`src/rtl/leaf_interface.sv`:
```
// rtl/leaf_interface.sv - tree-network leaf: client TX/RX FIFOs plus deflection reinjection
// Optional feature macro: LEAF_DROP_CNT_EN adds a saturating RX drop counter output.

module leaf_fifo #(
    parameter int width = 8,
    parameter int depth = 4
) (
    input  logic             clk,
    input  logic             reset,
    input  logic             push,
    input  logic             pop,
    input  logic [width-1:0] wdata,
    output logic [width-1:0] rdata,
    output logic             full,
    output logic             empty
);
    localparam int aw = $clog2(depth);

    logic [width-1:0] mem [depth];
    logic [aw:0]      wr_ptr;
    logic [aw:0]      rd_ptr;
    logic             do_push;
    logic             do_pop;

    // A push into a full FIFO only lands when the head leaves on the same edge.
    assign do_pop  = pop && !empty;
    assign do_push = push && (!full || do_pop);

    assign empty = (wr_ptr == rd_ptr);
    assign full  = (wr_ptr[aw] != rd_ptr[aw]) && (wr_ptr[aw-1:0] == rd_ptr[aw-1:0]);
    assign rdata = mem[rd_ptr[aw-1:0]];

    always_ff @(posedge clk) begin
        if (reset) begin
            wr_ptr <= '0;
            rd_ptr <= '0;
        end else begin
            if (do_push) wr_ptr <= wr_ptr + 1'b1;
            if (do_pop)  rd_ptr <= rd_ptr + 1'b1;
        end
    end

    always_ff @(posedge clk) begin
        if (!reset && do_push) mem[wr_ptr[aw-1:0]] <= wdata;
    end
endmodule

module leaf_interface #(
    parameter int num_leaves = 2,
    parameter int payload_sz = 1,
    parameter int addr       = 0,
    parameter int fifo_depth = 4,
    parameter int p_sz       = 1 + $clog2(num_leaves) + payload_sz
) (
    input  logic                          clk,
    input  logic                          reset,
    input  logic [p_sz-1:0]               bus_i,
    output logic [p_sz-1:0]               bus_o,
    input  logic                          in_valid,
    output logic                          in_ready,
    input  logic [$clog2(num_leaves)-1:0] in_addr,
    input  logic [payload_sz-1:0]         in_payload,
    output logic                          out_valid,
    input  logic                          out_ready,
`ifdef LEAF_DROP_CNT_EN
    output logic [15:0]                   drop_cnt,
`endif
    output logic [payload_sz-1:0]         out_payload
);
    localparam int aw = $clog2(num_leaves);
    localparam logic [aw-1:0] own_addr = aw'(addr);

    logic            bus_valid;
    logic [aw-1:0]   bus_dest;
    logic            is_local;
    logic            is_deflected;

    logic            tx_push;
    logic            tx_pop;
    logic [p_sz-2:0] tx_head;
    logic            tx_full;
    logic            tx_empty;

    logic            rx_pop;
    logic            rx_full;
    logic            rx_empty;

    logic            reinj_valid;
    logic [p_sz-1:0] reinj_pkt;

    assign bus_valid    = bus_i[p_sz-1];
    assign bus_dest     = bus_i[p_sz-2:payload_sz];
    assign is_local     = bus_valid && (bus_dest == own_addr);
    assign is_deflected = bus_valid && (bus_dest != own_addr);

    assign in_ready  = !tx_full;
    assign tx_push   = in_valid && in_ready;
    // A pending reinjection owns the output slot, so the TX head waits.
    assign tx_pop    = !reinj_valid && !tx_empty;

    assign out_valid = !rx_empty;
    assign rx_pop    = out_valid && out_ready;

    leaf_fifo #(.width(p_sz-1), .depth(fifo_depth)) u_tx_fifo (
        .clk   (clk),
        .reset (reset),
        .push  (tx_push),
        .pop   (tx_pop),
        .wdata ({in_addr, in_payload}),
        .rdata (tx_head),
        .full  (tx_full),
        .empty (tx_empty)
    );

    leaf_fifo #(.width(payload_sz), .depth(fifo_depth)) u_rx_fifo (
        .clk   (clk),
        .reset (reset),
        .push  (is_local),
        .pop   (rx_pop),
        .wdata (bus_i[payload_sz-1:0]),
        .rdata (out_payload),
        .full  (rx_full),
        .empty (rx_empty)
    );

    // The reinject slot is emptied every edge, so it can take a new deflection each cycle.
    always_ff @(posedge clk) begin
        if (reset) begin
            reinj_valid <= 1'b0;
            reinj_pkt   <= '0;
        end else begin
            reinj_valid <= is_deflected;
            reinj_pkt   <= bus_i;
        end
    end

    always_ff @(posedge clk) begin
        if (reset)            bus_o <= '0;
        else if (reinj_valid) bus_o <= reinj_pkt;
        else if (!tx_empty)   bus_o <= {1'b1, tx_head};
        else                  bus_o <= '0;
    end

`ifdef LEAF_DROP_CNT_EN
    logic rx_drop;
    assign rx_drop = is_local && rx_full && !rx_pop;

    always_ff @(posedge clk) begin
        if (reset)                                 drop_cnt <= 16'd0;
        else if (rx_drop && drop_cnt != 16'hFFFF)  drop_cnt <= drop_cnt + 16'd1;
    end
`endif
endmodule

```
`config.mk`:
```
export PLATFORM = sky130hd
export DESIGN_NAME = leaf_interface
export DESIGN_NICKNAME = d
export VERILOG_FILES = /design/src/rtl/leaf_interface.sv
export SDC_FILE = /design/constraint.sdc
export NUM_CORES = 1
export LEC_CHECK = 0
export BUFFER_PORTS_ARGS = -buffer_cell sky130_fd_sc_hd__buf_4
export CAP_MARGIN = 0
export CORE_MARGIN = 3
export CORE_UTILIZATION = 35
export CTS_CLUSTER_DIAMETER = 100
export DETAILED_ROUTE_END_ITERATION = 7
export GPL_TIMING_DRIVEN = 1
export PLACE_DENSITY_LB_ADDON = 0.1
export SLEW_MARGIN = 0
export SYNTH_ARGS = -nofsm -noshare
export SYNTH_HDL_FRONTEND = slang
export SYNTH_HIERARCHICAL = 1
export SYNTH_SLANG_ARGS = --single-unit
```
`constraint.sdc`:
```
create_clock -name clk -period 2.8 [get_ports clk]
set_clock_uncertainty 0.05 [all_clocks]
set_input_delay 0.14 -clock clk [delete_from_list [all_inputs] [get_ports clk]]
set_output_delay 0.14 -clock clk [all_outputs]
set_load 0.05 [all_outputs]
```
# Word-level counts from Yosys, hierarchy flattened
# Memory sizes are Yosys's and may differ from the RTL's. A register that Yosys moved wholly into a read port is not among the register bits.
# Cells that the tools add are included.
# op_classes
add_sub_neg,4
n_mux,10
eq_ne,6
reduce_logical,21
bitwise,1
# ops
operator,n
1-bit logical AND,13
"3-bit by 1-bit adder with 3-bit output, second input constant",4
2-bit 2-to-1 mux,4
3-bit == test,2
1-bit logical NOT,6
3-bit 2-to-1 mux,2
2-bit == test,2
1-bit 2-to-1 mux,4
1-bit logical OR,2
1-bit inequality test,2
1-bit inverter,1
# totals
inputBits,9
wordCells,51
out_inout_bits,6
register_bits,19
mem_bits_rw,12
memories,2
# mem_list
name,words,width,read_ports,rd_ports_with_merged_regs,wr,line_no,source
u_tx_fifo.mem,4,2,1,1,1,19,logic [width-1:0] mem [depth];
u_rx_fifo.mem,4,1,1,1,1,19,

# Longest topological paths before layout
# logic_depth
depth_word,9
mapped_depth,8

# By module
# Netlist, hierarchy kept.
# modules_own_cells
module,instances,seq_area_each_um2,cells_each,area_each_um2
leaf_fifo (u_tx_fifo),1,400.4,67,824.5
leaf_fifo (u_rx_fifo),1,280.3,63,705.7
leaf_interface,1,140.1,26,244.0

# Worst setup path before layout
# OpenSTA, ideal clock, no wires.
# synth_path
kind,reg-to-reg
from,reg u_tx_fifo.wr_ptr[0]
to,reg (tool-made name)
slack_ps,829
path_buffers,0
arrival_ps,1800
synth_period_minus_slack_ps,1971
required_time_ps,2629
path_stages_with_launch,9
cell_sequence,dfxtp_1 xnor2_1 nand3_1 inv_1 or2_2 inv_1 inv_1 a31oi_1 mux2_2
# synth_lines
element,line_no,source
start: declaration,20,logic [aw:0] wr_ptr;
start signal: assignment,38,if (do_push) wr_ptr <= wr_ptr + 1'b1;

==> run metrics <==
DIE WIDTH 77.12 um; WS Path Type reg2reg; Vias 1143; fmax 440.1 MHz; number of H-tree levels 2; DP Area 1952 um2; Post-CTS Setup Bufs 0; Layout fillers 486; Post-Syn Nets 174; Worst R2R Setup Slack 530 ps; Slew Limit Fails 0; global-route wire length before repair 5506 um; Fin. Hold Viols 0; row cnt 25; Clk Latency, worst-skew pair 280 ps; total power draw 1.354 mW; Min-Delay Endpoint u_tx_fifo/mem[3][1]; Comb power frac 25.0%; final period utilization 81.15%; core area 4817 um2; Worst Path Required 2910 ps; worst hold slack 13.77 ps; Sw Ratio 30.71%; largest net degree at the start of global routing 39; iteration-0 DRC count of the detailed router 44; Area growth, synth to finish 17.46%; max-cap violation count 0; detail-routed via count per cell 4.684; initial antenna violation count 0; Core Util, Final 43.17%; die area 5947 um2; Initial Utilization 36.75%; Tmin final 2272 ps; clock slew at reported path FFs 70 ps; maximum vdd drop 231.5 uV; post-synth design cell area 1770 um2; Psw 0.4158 mW; Worst Max-Slew Pin Slew 434.5 ps; global-route usage over all layers 11.88%; final WL 3127 um; power share of the clock group 30.0%; commonest non-fill, non-tap cell in the layout dfxtp_1; status completed; r2r startpoint u_tx_fifo/wr_ptr[0]; Rel. slew slack 70.83%; crit end category flip-flop; Seq pwr share 45.0%; share of layout cells above drive strength 1 22.03%; DRC Markers 0; most frequent cells in the layout dfxtp_1 (23), buf_4 (14), inv_1 (13); Final Wtd Congestion 0.8420; CTS Buf Count 5; RSZ-0062 raised after global routing false; Avg WL per Cell 12.82 um; # IOs 15; syn avg cell area 11.42 um2; PortBufs 14; # diodes 0; crit path DAT 2390 ps; yosys warns 6; min-delay src in_addr; vias in the first global route 1158; 1st-pass router iterations 4; fin area 2079 um2; Congestion Overflow GR 0; total leakage power 0.8067 nW; Max Root-Sink Buffers 2; min-delay worst type in2reg; # setup viols final 0; TritonCTS clock tree yes; antenna-violating nets left 0; Worst Hold Path Cells 1; P_int 0.9380 mW; Nets 195; clock tree sinks 35; crit path max fanout 6; setup TNS 0 ps; Synth Instances 155; Critical Path Start Type flip-flop; cell area power density 651.0 nW/um2; reg2reg path depth 8; Die Y-Extent 77.12 um; post-DP HPWL 2391 um; Root Driver clkbuf_8
## metrics by stage
| step | std cells | setup slack (ps) |
|---|---|---|
| 6_report | 244 | 527.7 |
| 5_1_grt | 244 | 334.0 |
| 4_1_cts | 243 | 532.3 |
| 3_5_place_dp | 234 | 543.5 |
| 3_3_place_gp | 234 | 666.5 |
| 2_1_floorplan | 155 | 829.1 |
## critical path, cell delays in order (launching register included)
cell and delay, ps:
dfxtp_1 450, xnor2_1 160, nand3_1 140, inv_1 60, or2_2 320, inv_1 160
inv_1 80, a31oi_1 350, mux2_2 390
## worst max-delay path by stage
stage / from / cells after the start / endpoint / slack [ps]
3_5_place_dp: u_tx_fifo/wr_ptr[0] / 8 / flip-flop / 540
6_report: u_tx_fifo/wr_ptr[0] / 8 / flip-flop / 530
5_1_grt: u_tx_fifo/rd_ptr[2] / 7 / u_tx_fifo/mem[1][0] / 330
2_1_floorplan: u_tx_fifo/wr_ptr[0] / 8 / flip-flop / 830
4_1_cts: u_tx_fifo/wr_ptr[0] / 8 / flip-flop / 530
3_3_place_gp: u_tx_fifo/rd_ptr[2] / 7 / u_tx_fifo/mem[2][0] / 670
## power by group through the flow
| stage | Sequential [mW] | Clock (mW) | Combinational, mW |
|---|---|---|---|
| 2_1_floorplan | 0.650 | 0 | 0.217 |
| 3_3_place_gp | 0.620 | 0 | 0.328 |
| 3_5_place_dp | 0.621 | 0 | 0.336 |
| 4_1_cts | 0.610 | 0.432 | 0.340 |
| 5_1_grt | 0.616 | 0.464 | 0.372 |
| 6_report | 0.609 | 0.407 | 0.338 |
## routing by layer
layer	up-vias	GRT usage, %	routed length [um]
met4	0	4.270	18
met2	22	16.67	1389
met5	-	0	0
met3	2	4.930	140
met1	536	16.23	1579
li1	583	-	-
## layout make-up
| type | instances | area, um2 | area share [%] |
|---|---|---|---|
| clock buffer | 6 | 93.84 | 4.513 |
| clock inverter | 2 | 13.76 | 0.6619 |
| inverter | 13 | 48.80 | 2.347 |
| multi-input combinational | 105 | 893.4 | 42.96 |
| sequential | 35 | 820.8 | 39.47 |
| tap | 67 | 83.83 | 4.031 |
| timing repair buffer | 16 | 125.1 | 6.017 |
## repair_timing
| action | in CTS | in global routing |
|---|---|---|
| endpoints found under the hold margin | 4 | 4 |
| hold buffers | 1 | 1 |
| resized for setup | 0 | 0 |
Power figures use the tool's default switching activity.
